--- config.mk ---
export PLATFORM = sky130hd
export DESIGN_NAME = pwm_shadow_array
export DESIGN_NICKNAME = d
export VERILOG_FILES = /design/src/rtl/pwm_shadow_array.sv
export SDC_FILE = /design/constraint.sdc
export NUM_CORES = 1
export LEC_CHECK = 0
export ABC_CLOCK_PERIOD_IN_PS = 5960
export CAP_MARGIN = 20
export CELL_PAD_IN_SITES_DETAIL_PLACEMENT = 2
export CELL_PAD_IN_SITES_GLOBAL_PLACEMENT = 2
export CORE_ASPECT_RATIO = 1.75
export CORE_MARGIN = 4
export CORE_UTILIZATION = 39
export CTS_BUF_LIST = sky130_fd_sc_hd__clkbuf_16
export CTS_CLUSTER_DIAMETER = 100
export CTS_CLUSTER_SIZE = 28
export DETAILED_ROUTE_END_ITERATION = 16
export GPL_TIMING_DRIVEN = 1
export PLACE_DENSITY = 0.84
export SLEW_MARGIN = 15
export SYNTH_ARGS = -nofsm -noshare
export SYNTH_HDL_FRONTEND = slang
export SYNTH_SLANG_ARGS = --single-unit
--- constraint.sdc ---
create_clock -name clk -period 5.96 [get_ports clk]
set_input_delay 0.596 -clock clk [delete_from_list [all_inputs] [get_ports clk]]
set_output_delay 0.596 -clock clk [all_outputs]
set_load 0.05 [all_outputs]
--- src/rtl/pwm_shadow_array.sv ---
// Multi-channel PWM generator sharing one counter, with double-buffered duty/mode
// words that move from shadow to active only at a period boundary.
module pwm_shadow_array #(
    parameter int SysClk     = 125000000,
    parameter int NPWM       = 8,
    parameter int PWMFreq    = 50,
    parameter int Resolution = 8
) (
    input  logic                       clk,
    input  logic                       reset,
    input  logic [1:0]                 FreqSel,
    input  logic                       Mode,
    input  logic [NPWM*Resolution-1:0] DC_bus,
    input  logic                       DC_load,
    input  logic [NPWM-1:0]            ChEn,
    output logic [NPWM-1:0]            PWMOut,
    output logic                       PeriodStart,
    output logic                       UpdPending
);

    localparam int BASE_DIV = SysClk / (PWMFreq * (32'sd1 <<< Resolution));

    function automatic int calc_div(input int shift);
        int d;
        d = BASE_DIV >>> shift;
        return (d < 32'sd1) ? 32'sd1 : d;
    endfunction

    localparam int DIV0 = calc_div(32'sd0);
    localparam int DIV1 = calc_div(32'sd1);
    localparam int DIV2 = calc_div(32'sd2);
    localparam int DIV3 = calc_div(32'sd3);
    localparam int PW   = (DIV0 < 32'sd2) ? 32'sd1 : $clog2(DIV0);

    localparam logic [Resolution-1:0] CNT_MAX  = {Resolution{1'b1}};
    localparam logic [Resolution-1:0] CNT_ZERO = {Resolution{1'b0}};
    localparam logic [Resolution-1:0] CNT_ONE  = {{(Resolution-1){1'b0}}, 1'b1};

    logic [PW-1:0]                r_presc;
    logic [Resolution-1:0]        r_cnt;
    logic                         r_dir_down;
    logic [NPWM*Resolution-1:0]   r_duty_sh;
    logic [NPWM*Resolution-1:0]   r_duty_act;
    logic                         r_mode_sh;
    logic                         r_mode_act;
    logic                         r_pend;
    logic                         r_pstart;
    logic [NPWM-1:0]              r_out;

    logic [PW-1:0]                w_div_m1;
    logic                         w_tick;
    logic [Resolution-1:0]        w_cnt_nxt;
    logic                         w_dir_nxt;
    logic                         w_boundary;

    // Terminal prescaler value for the selected frequency multiplier.
    always_comb begin
        case (FreqSel)
            2'd0:    w_div_m1 = PW'(DIV0 - 32'sd1);
            2'd1:    w_div_m1 = PW'(DIV1 - 32'sd1);
            2'd2:    w_div_m1 = PW'(DIV2 - 32'sd1);
            2'd3:    w_div_m1 = PW'(DIV3 - 32'sd1);
            default: w_div_m1 = PW'(DIV0 - 32'sd1);
        endcase
    end

    // ">=" catches a prescaler left above the new terminal when FreqSel rises.
    assign w_tick = (r_presc >= w_div_m1);

    // Next counter value and direction; edge mode wraps, center mode bounces.
    always_comb begin
        w_cnt_nxt = r_cnt;
        w_dir_nxt = r_dir_down;
        if (w_tick) begin
            if (!r_mode_act) begin
                w_dir_nxt = 1'b0;
                if (r_cnt == CNT_MAX) begin
                    w_cnt_nxt = CNT_ZERO;
                end else begin
                    w_cnt_nxt = r_cnt + CNT_ONE;
                end
            end else if (!r_dir_down) begin
                if (r_cnt == CNT_MAX) begin
                    w_cnt_nxt = CNT_MAX - CNT_ONE;
                    w_dir_nxt = 1'b1;
                end else begin
                    w_cnt_nxt = r_cnt + CNT_ONE;
                    w_dir_nxt = 1'b0;
                end
            end else begin
                if (r_cnt == CNT_ONE) begin
                    w_cnt_nxt = CNT_ZERO;
                    w_dir_nxt = 1'b0;
                end else begin
                    w_cnt_nxt = r_cnt - CNT_ONE;
                    w_dir_nxt = 1'b1;
                end
            end
        end else begin
            w_cnt_nxt = r_cnt;
            w_dir_nxt = r_dir_down;
        end
    end

    assign w_boundary = w_tick && (w_cnt_nxt == CNT_ZERO);

    // Prescaler, shared counter and boundary pulse.
    always_ff @(posedge clk) begin
        if (reset) begin
            r_presc    <= {PW{1'b0}};
            r_cnt      <= CNT_ZERO;
            r_dir_down <= 1'b0;
            r_pstart   <= 1'b0;
        end else begin
            r_presc    <= w_tick ? {PW{1'b0}} : (r_presc + {{(PW-1){1'b0}}, 1'b1});
            r_cnt      <= w_cnt_nxt;
            r_dir_down <= w_dir_nxt;
            r_pstart   <= w_boundary;
        end
    end

    // Shadow capture and boundary transfer; a load on the transfer clock
    // hands over the old shadow and keeps the new words pending.
    always_ff @(posedge clk) begin
        if (reset) begin
            r_duty_sh  <= {(NPWM*Resolution){1'b0}};
            r_duty_act <= {(NPWM*Resolution){1'b0}};
            r_mode_sh  <= 1'b0;
            r_mode_act <= 1'b0;
            r_pend     <= 1'b0;
        end else begin
            if (w_boundary && r_pend) begin
                r_duty_act <= r_duty_sh;
                r_mode_act <= r_mode_sh;
            end
            if (DC_load) begin
                r_duty_sh <= DC_bus;
                r_mode_sh <= Mode;
                r_pend    <= 1'b1;
            end else if (w_boundary) begin
                r_pend    <= 1'b0;
            end else begin
                r_pend    <= r_pend;
            end
        end
    end

    // Per-channel compare against the shared counter.
    always_ff @(posedge clk) begin
        if (reset) begin
            r_out <= {NPWM{1'b0}};
        end else begin
            for (int i = 0; i < NPWM; i++) begin
                r_out[i] <= ChEn[i] & (r_duty_act[i*Resolution +: Resolution] > r_cnt);
            end
        end
    end

    assign PWMOut      = r_out;
    assign PeriodStart = r_pstart;
    assign UpdPending  = r_pend;

endmodule
# Word-level counts from Yosys, hierarchy flattened
# Cells that the tools add are included.
# W data, S select, Z words.
[totals] latchBits=0 input_bits=78 elab_cells=54 mem_bits_ro=0 register_bits=163 mem_count=0 ramBits=0 out_inout_bits=10
[classes] order_cmp=9 div_mod_pow=0 multipliers=0 n_mux=13 n_eq_ne=5 n_addsub=3 bitwise_logic=8 n_shift=0 reduce_logical=6
[op_table] cell="$gt A8 B8 Y1" count=8
[op_table] cell="$pmux W14 S4" count=1
[op_table] cell="$mux W8" count=6
[op_table] cell="$add A14 B1 Y14 const B" count=1
[op_table] cell="$ge A14 B14 Y1" count=1
[op_table] cell="$add A8 B1 Y8 const B" count=1
[op_table] cell="$and A1 B1 Y1" count=8
[op_table] cell="$eq A8 B1 Y1 const B" count=1
[op_table] cell="$eq A8 B8 Y1 const B" count=1
[op_table] cell="$logic_not A8 Y1" count=1
[op_table] cell="$sub A8 B1 Y8 const B" count=1
[op_table] cell="$mux W1" count=6
[op_table] cell="$eq A2 B2 Y1 const B" count=2
[op_table] cell="$eq A2 B1 Y1 const B" count=1
[op_table] cell="$logic_and A1 B1 Y1" count=2
[op_table] cell="$logic_not A2 Y1" count=1
[op_table] cell="$reduce_bool A2 Y1" count=1
[op_table] cell="$reduce_or A2 Y1" count=1

# Depth between registers and ports, before layout
# Gate-level depths: netlist of the first run.
[depth] ltp_word=9 ltp_mapped=13 mapped_depth_nobuf=11

# Worst setup path after synthesis of the first run
# OpenSTA, ideal clock, no wires.
[synth_path] path_kind="register to register" from="register r_cnt[1]" to="register r_duty_act[13]" t_required_ns=5.888 setup_slack_ns=3.006 synth_period_minus_slack_ns=2.954 n_path_buf=3 setup_time_ns=0.072 arrival_ns=2.882 stages_incl_launch_ff=13 path_cell_list="dfxtp_1 -> clkbuf_1 -> inv_1 -> ha_1 -> nor3b_1 -> nand2_1 -> nand3_1 -> nand2_1 -> or4_4 -> nor4b_4 -> buf_6 -> buf_12 -> mux2i_1"
[synth_via] elab_chain_cells=8 word_cells_on_any_way=13 classes_between="2 x add/sub; 2 x eq/ne; 6 x mux; 3 x reduce/logical"
[synth_lines] element="from (decl)" line="40" source="logic [Resolution-1:0] r_cnt;"
[synth_lines] element="from (signal assigned)" line="116" source="r_cnt <= w_cnt_nxt;"
[synth_lines] element="$add A8 B1 Y8 (tied with other cells)" line="80, 87"
[synth_lines] element="$mux W8 (on tied branches)" line="83, 91"
[synth_lines] element="$mux W8" line="82" source="end else if (!r_dir_down) begin"
[synth_lines] element="$mux W8" line="75" source="if (!r_mode_act) begin"
[synth_lines] element="$mux W8 (*)" line="74" source="if (w_tick) begin"
[synth_lines] element="$logic_not A8 Y1 (*)" line="105" source="assign w_boundary = w_tick && (w_cnt_nxt == CNT_ZERO);"
[synth_lines] element="$logic_and A1 B1 Y1 (*)" line="105"
[synth_lines] element="$logic_and A1 B1 Y1 (*)" line="132" source="if (w_boundary && r_pend) begin"
[synth_lines] element="to (signal assigned)" line="127" source="r_duty_act <= {(NPWM*Resolution){1'b0}};"
[synth_lines] element="to (signal assigned)" line="133" source="r_duty_act <= r_duty_sh;"
[synth_lines] element="to (decl)" line="43" source="logic [NPWM*Resolution-1:0] r_duty_act;"
# Mark *: on every way between the ends. The rest lies on a longest branch, timed or not.
# A chain may end at the register's enable or synchronous reset.

# Worst setup path in the final report of the first run
[layout_path] from="register r_cnt[1]" to="register r_duty_act[37]"
# The elaborated chain is that of the path after synthesis.

==> results of run 1 <==
[cell usage after synthesis (11+ instances only)]
master | number | area [sq um]
sky130_fd_sc_hd__nor2_1 | 106 | 397.9
sky130_fd_sc_hd__a21oi_1 | 35 | 175.2
sky130_fd_sc_hd__dfxtp_1 | 163 | 3263
sky130_fd_sc_hd__nand4_1 | 11 | 68.82
sky130_fd_sc_hd__mux2i_1 | 132 | 1321
sky130_fd_sc_hd__clkbuf_1 | 36 | 135.1
sky130_fd_sc_hd__nand2b_1 | 140 | 875.8
sky130_fd_sc_hd__nand3_1 | 26 | 130.1
sky130_fd_sc_hd__ha_1 | 85 | 1064
sky130_fd_sc_hd__nand2_1 | 41 | 153.9
sky130_fd_sc_hd__o21ai_0 | 24 | 120.1
sky130_fd_sc_hd__inv_1 | 28 | 105.1
[state kept, by name (all words and copies together), names as in the netlist]
name,count
PeriodStart,1
PWMOut,8
r_duty_act,64
UpdPending,1
r_cnt,8
r_presc,14
r_mode_sh,1
r_dir_down,1
r_duty_sh,64
r_mode_act,1
[cell families after synthesis]
| family | after synthesis |
|---|---|
| buffers and inverters | 82 |
| muxes | 132 |
| AOI/OAI and AO/OA | 101 |
| adders and majority gates | 85 |
| xor gates and xnor gates | 20 |
| and+or+nand+nor | 366 |
| DFF | 163 |
[stage by stage]
step           total power [mW]  cells  hold WS (ns)    util
2_1_floorplan             1.324    949        0.4411       -
3_3_place_gp              1.426   1284        0.4596  0.4415
3_5_place_dp              1.439   1284        0.4700  0.4415
4_1_cts                   2.545   1316        0.4811  0.4675
5_1_grt                   2.617   1316        0.5093  0.4675
6_report                  2.518   1316        0.4761  0.4675
[power by group]
group / switching [mW] / internal, mW / leakage, nW / total (mW)
Clock: 0.457 / 0.648 / 0.298 / 1.10
Sequential: 0.0247 / 1.12 / 1.33 / 1.15
Combinational: 0.135 / 0.131 / 2.53 / 0.266
Total: 0.617 / 1.90 / 4.16 / 2.52
[per-layer routing]
| metal | GRT usage | vias to the layer above |
|---|---|---|
| met5 | 0 | - |
| li1 | - | 3365 |
| met3 | 0.03108 | 40 |
| met4 | 0.07732 | 0 |
| met1 | 0.2256 | 3445 |
| met2 | 0.4146 | 90 |
[final timing paths]
kind	to	start	cells past startpoint
setup / recovery	r_duty_act[37]	r_cnt[1]	10
hold / removal	r_duty_act[40]	r_duty_act[40]	2
setup reg to reg	r_duty_act[37]	r_cnt[1]	10
hold reg to reg	r_duty_act[40]	r_duty_act[40]	2
[worst max-delay path: stages, from the launching register on]
cell,delay (ns)
sky130_fd_sc_hd__dfxtp_1,0.43
sky130_fd_sc_hd__inv_1,0.50
sky130_fd_sc_hd__ha_1,0.30
sky130_fd_sc_hd__nor3b_1,0.33
sky130_fd_sc_hd__nand2_1,0.24
sky130_fd_sc_hd__nand3_1,0.19
sky130_fd_sc_hd__nand2_1,0.07
sky130_fd_sc_hd__or4_4,0.57
sky130_fd_sc_hd__nor4b_4,0.30
sky130_fd_sc_hd__buf_4,0.72
sky130_fd_sc_hd__mux2i_1,0.29
[area by class of cell]
type	instances	area, sq um	share of cell area
Multi-Input combinational cell	704	5134	0.4955
Sequential cell	163	3263	0.3150
Timing Repair Buffer	93	910.9	0.08792
Clock buffer	17	425.4	0.04106
Tap cell	296	370.4	0.03575
Clock inverter	15	151.4	0.01461
Inverter	28	105.1	0.01014
==> run summary, run 1 <==
=========================================================================================
Run status .................................................................    completed
Worst Setup Start Kind .....................................................     register
Most frequent cells in the layout .......................................... sky130_fd_sc_hd__dfxtp_1 (163), sky130_fd_sc_hd__nand2b_1 (140), sky130_fd_sc_hd__mux2i_1 (132), sky130_fd_sc_hd__nor2_1 (106)
Category of the worst setup path capture point .............................     register
Floorplan die area ......................................................... 0.02517 sq mm
Maximum number of pins on one net before global-route repair ...............           92
Smallest setup slack after layout ..........................................     1.879 ns
Synthesized area per cell ..................................................  9.288 sq um
Max-Cap Viols ..............................................................            0
Setup Skew .................................................................   0.01295 ns
TritonCTS clock tree .......................................................        built
Class of the tightest hold or removal check ................................   reg -> reg
Filler cell count ..........................................................         2411
Number of diodes ...........................................................            0
Proportion of register bits with asynchronous set or reset after synthesis .            0
Required time of the critical path .........................................      6.32 ns
Minimum setup slack among reg-to-reg paths .................................      1.88 ns
Compound-Gate Fraction of Synth Area .......................................      0.06984
CTS H-Tree Depth ...........................................................            4
Final setup viols ..........................................................            0
Number of enable flip-flop cells after synthesis ...........................            0
DIE HEIGHT ................................................................. 206.9 microns
Largest buffer count on any clock path .....................................            2
Initial core utilization ...................................................       0.3978
Final-report hold violation count ..........................................            0
Remaining global-route overflow ............................................            0
Vias in the first global route .............................................         7910
Sinks on Clock Net .........................................................          163
DRT Pass-1 Iters ...........................................................            4
Count of nets after finishing ..............................................         1170
Netlist Area Pre-Place ..................................................... 0.008815 sq mm
Setup bufs post-CTS ........................................................            0
Metal-1 WL ................................................................. 10030 microns
PwrDens .................................................................... 243.1 mW/mm^2
Fraction of the yosys area taken by sequential cells .......................       0.3702
Number of antenna-violating nets in the routed design ......................            0
Number of top-level design ports ...........................................           88
Number of flip-flops and latches in the synthesized netlist ................          163
Post-synthesis adder-cell area fraction ....................................       0.1207
Leakage power total ........................................................     4.158 nW
Clock Latency Late Sink ....................................................      0.45 ns
Post-Layout Inst Area ...................................................... 0.01036 sq mm
Synthesis-to-finish area growth ............................................       17.53%
Via density per instance ...................................................        5.274
Least-Margin Pin Slew ......................................................    0.8598 ns
Wire length on met3 ........................................................  526 microns
Max-slew headroom ..........................................................       0.4268
Endpoint arrival time on the critical path .................................      4.44 ns
Number of antenna violations at the first check in global routing ..........            0
GRT Total Usage ............................................................       0.2120
Count of final max-slew check failures .....................................            0
Clock transition at the registers of the reported paths ....................      0.06 ns
Number of vias in the routed layout ........................................         6940
Gates resized, CTS repair ..................................................            0
Most common library cell in the layout ignoring fill and taps .............. sky130_fd_sc_hd__dfxtp_1
Most used flip-flop cell after synthesis ................................... sky130_fd_sc_hd__dfxtp_1
Post-synthesis cell type count .............................................           49
Number of input and output port buffers inserted ...........................           87
Worst setup slack before clock tree synthesis ..............................     1.707 ns
Row Count ..................................................................           72
Worst Path Max Fanout ......................................................           47
IR Drop Worst-Case VDD .....................................................    0.1918 mV
Number of buffers created by CTS ...........................................           17
Max Used Layer .............................................................         met4
Clk root buf ............................................................... sky130_fd_sc_hd__clkbuf_16
DR WL/cell ................................................................. 19.64 microns
Cell area after placement .................................................. 0.009783 sq mm
Horizontal extent of the die ............................................... 121.6 microns
Post-route setup TNS .......................................................         0 ns
Peak Freq ..................................................................    245.0 MHz
Final Routed Wirelength .................................................... 25840 microns
Cell count after synthesis .................................................          949
Post-Synth XOR/XNOR Area ...................................................      0.01987
Hold-fix buffers at CTS ....................................................            0
DRC violation count after routing ..........................................            0
Detailed route wirelength on metal2 ........................................ 14720 microns
Core footprint ............................................................. 0.02216 sq mm
Warnings, synthesis ........................................................            0
Global-route wire length before repair ..................................... 41410 microns
RSZ-0062 raised after global routing .......................................           no
Net count after synthesis ..................................................         1112
Minimum clock period after layout ..........................................     4.081 ns
Dominant combinational cell family by area after synthesis ................. simple AND/OR/NAND/NOR gates
Detail Placement HPWL ...................................................... 17780 microns
RePlAce Congestion .........................................................       0.8651
Share of post-route cells with drive strength above 1 ......................      0.03824
Proportion of synthesized area in mux cells ................................       0.1499
Post-synthesis simple-gate area fraction ...................................       0.2221
Violation count after the first detailed-routing iteration .................          231
Setup Crit Path Kind .......................................................   reg -> reg
Final Cycle Share ..........................................................       0.6847
=========================================================================================
(Power assumes the default switching activity.)
==> inputs of run 2 (changes only) <==
Settings changed: ABC_CLOCK_PERIOD_IN_PS 5960 to 3300, CORE_UTILIZATION 39 to 33, PLACE_DENSITY 0.84 to 0.75.
Clock period 5.96 ns to 3.3 ns, I/O delays scaled along.
==> run 2 against run 1 <==
  * Largest power group unchanged
  * Sequential share of layout area fell by 0.94 points
  * Via count rose by 1.2%
  * Register-to-register slack got worse by 1.7 ns
  * Power rose by 81%
  * Utilization fell by 5.9 points
  * Critical path depth rose by 2
  * Non-clock buffer count rose by 27
  * Sequential cell count did not move
  * Global-route usage fell by 3.8 points
  * Final cell count rose by 4.0%
==> run summary, run 2 (synthesis gave the netlist of run 1 again) <==
================================================================================
Total power after layout ..........................................     4.562 mW
Setup Skew ........................................................  0.008791 ns
Setup Crit Path Kind ..............................................   reg -> reg
Worst Path Max Fanout .............................................           11
Worst hold slack across all endpoints .............................    0.4261 ns
Max-Cap Viols .....................................................            0
Via density per instance ..........................................        5.132
RSZ-0062 raised after global routing ..............................           no
Max-slew headroom .................................................       0.4592
FF-to-FF Start ....................................................     r_cnt[0]
Hold-fix buffers at CTS ...........................................            0
Biggest registers after layout .................................... r_duty_act (64), r_duty_sh (64), r_presc (14)
Count of nets after finishing .....................................         1197
IR Drop Worst-Case VDD ............................................    0.3584 mV
Core footprint .................................................... 0.02616 sq mm
Number of vias in the routed layout ...............................         7021
DRC violation count after routing .................................            0
Count of final max-slew check failures ............................            0
Footprint of the multi-input gates ................................ 0.005139 sq mm
Synthesis-to-finish area growth ...................................       21.15%
Placed Instances ..................................................         1333
Clk root buf ...................................................... sky130_fd_sc_hd__clkbuf_16
Post-route setup TNS ..............................................         0 ns
Hold path start ...................................................        reset
Number of standard cells in the final layout excluding fillers ....         1368
Run status ........................................................    completed
Row Count .........................................................           78
Class of the tightest hold or removal check .......................    in -> reg
CTS H-Tree Depth ..................................................            4
DIE HEIGHT ........................................................ 224.2 microns
Vias in the first global route ....................................         7728
Number of input and output port buffers inserted ..................           87
Worst reg2reg endpoint ............................................   r_mode_act
PwrDens ........................................................... 427.2 mW/mm^2
Number of antenna-violating nets in the routed design .............            0
Number of top-level design ports ..................................           88
Floorplan die area ................................................ 0.02949 sq mm
Most frequent cells in the layout ................................. sky130_fd_sc_hd__dfxtp_1 (163), sky130_fd_sc_hd__nand2b_1 (140), sky130_fd_sc_hd__mux2i_1 (132), sky130_fd_sc_hd__nor2_1 (106)
Final Routed Wirelength ........................................... 25410 microns
Worst Setup Start Kind ............................................     register
Horizontal extent of the die ...................................... 131.5 microns
DRT Pass-1 Iters ..................................................            4
Largest buffer count on any clock path ............................            2
Required time of the critical path ................................      3.67 ns
Leakage power total ...............................................     4.279 nW
Final-report hold violation count .................................            0
RePlAce Congestion ................................................       0.8313
Number of buffers created by CTS ..................................           17
TritonCTS clock tree ..............................................        built
Peak Freq .........................................................    318.0 MHz
Cell count of the worst reg-to-reg path ...........................           12
Source of the critical timing path ................................     r_cnt[0]
Detail Placement HPWL ............................................. 18120 microns
Most common library cell in the layout ignoring fill and taps ..... sky130_fd_sc_hd__dfxtp_1
Global-route wire length before repair ............................ 40640 microns
GRT Total Usage ...................................................       0.1740
Filler cell count .................................................         2857
DR WL/cell ........................................................ 18.58 microns
Worst Setup EP ....................................................   r_mode_act
Category of the worst setup path capture point ....................     register
Share of post-route cells with drive strength above 1 .............      0.06877
Minimum setup slack among reg-to-reg paths ........................      0.16 ns
Violation count after the first detailed-routing iteration ........          138
Number of antenna violations at the first check in global routing .            2
Minimum clock period after layout .................................     3.144 ns
Clock Latency Late Sink ...........................................      0.45 ns
Endpoint arrival time on the critical path ........................      3.52 ns
Least-Margin Pin Slew .............................................    0.8112 ns
Remaining global-route overflow ...................................            0
Final setup viols .................................................            0
Initial core utilization ..........................................       0.3370
Maximum number of pins on one net before global-route repair ......           88
Sinks on Clock Net ................................................          163
Register area ..................................................... 0.003263 sq mm
Clock transition at the registers of the reported paths ...........      0.07 ns
Final Cycle Share .................................................       0.9529
================================================================================
[run 2: changes by cell type in the layout (fill, tap and decap cells not counted), moves of 2 or more]
| cell | before | now |
|---|---|---|
| sky130_fd_sc_hd__buf_4 | 8 | 29 |
| sky130_fd_sc_hd__clkinvlp_4 | 1 | 7 |
| sky130_fd_sc_hd__clkinv_2 | 2 | 0 |
| sky130_fd_sc_hd__inv_6 | 1 | 4 |
| sky130_fd_sc_hd__inv_1 | 33 | 28 |
| sky130_fd_sc_hd__buf_12 | 0 | 4 |
[run 2: worst min-delay path by stage]
stage	to	slack, ns	depth (start not counted)
2_1_floorplan	r_presc[0]	0.44	1
3_3_place_gp	r_duty_act[56]	0.46	2
3_5_place_dp	r_duty_act[16]	0.47	2
4_1_cts	r_duty_sh[40]	0.44	2
5_1_grt	r_duty_sh[40]	0.47	2
6_report	r_duty_sh[40]	0.43	2
[run 2: repair_timing]
action | CTS | global route
gates resized for setup | 0 | 3
setup buffers | 0 | 1
hold endpoints to repair | 0 | 0
setup endpoints to repair | 0 | 62
[run 2: final cells by class]
cell class                 instances  area share
antenna                            1   0.0002343
multi-input combinational        704      0.4812
sequential                       163      0.3056
timing repair buffer             120      0.1113
clock inverter                    15     0.01453
clock buffer                      17     0.03984
tap                              320     0.03749
inverter                          28    0.009842
[run 2: power breakdown]
part	leakage (nW)	switching [mW]	internal [mW]	total [mW]
sequential	1.33	0.0411	2.03	2.07
clock	0.260	0.883	1.11	2.00
combinational	2.69	0.249	0.247	0.496
[run 2: per-layer routing]
metal	GRT usage	part of all wire
met1	0.1888	0.40
met2	0.3276	0.55
met3	0.03011	0.025
met4	0.07867	0.029
met5	0	0.00051
[run 2: stage by stage]
stage	worst slack, ns	util	area, sq um
2_1_floorplan	0.3461	-	8815
3_3_place_gp	0.08723	0.3848	10060
3_5_place_dp	-0.04761	0.3848	10060
4_1_cts	0.06616	0.4070	10640
5_1_grt	0.003456	0.4082	10680
6_report	0.1555	0.4083	10680
[run 2: critical path, cell delays in order, from the launching register on]
cell,delay [ns]
sky130_fd_sc_hd__dfxtp_1,0.47
sky130_fd_sc_hd__ha_1,0.26
sky130_fd_sc_hd__nor3b_2,0.21
sky130_fd_sc_hd__buf_4,0.14
sky130_fd_sc_hd__nor2_1,0.03
sky130_fd_sc_hd__a31oi_1,0.27
sky130_fd_sc_hd__a221oi_1,0.18
sky130_fd_sc_hd__a2111o_1,0.50
sky130_fd_sc_hd__nor4b_4,0.28
sky130_fd_sc_hd__buf_4,0.20
sky130_fd_sc_hd__buf_4,0.16
sky130_fd_sc_hd__buf_12,0.15
sky130_fd_sc_hd__mux2i_1,0.21
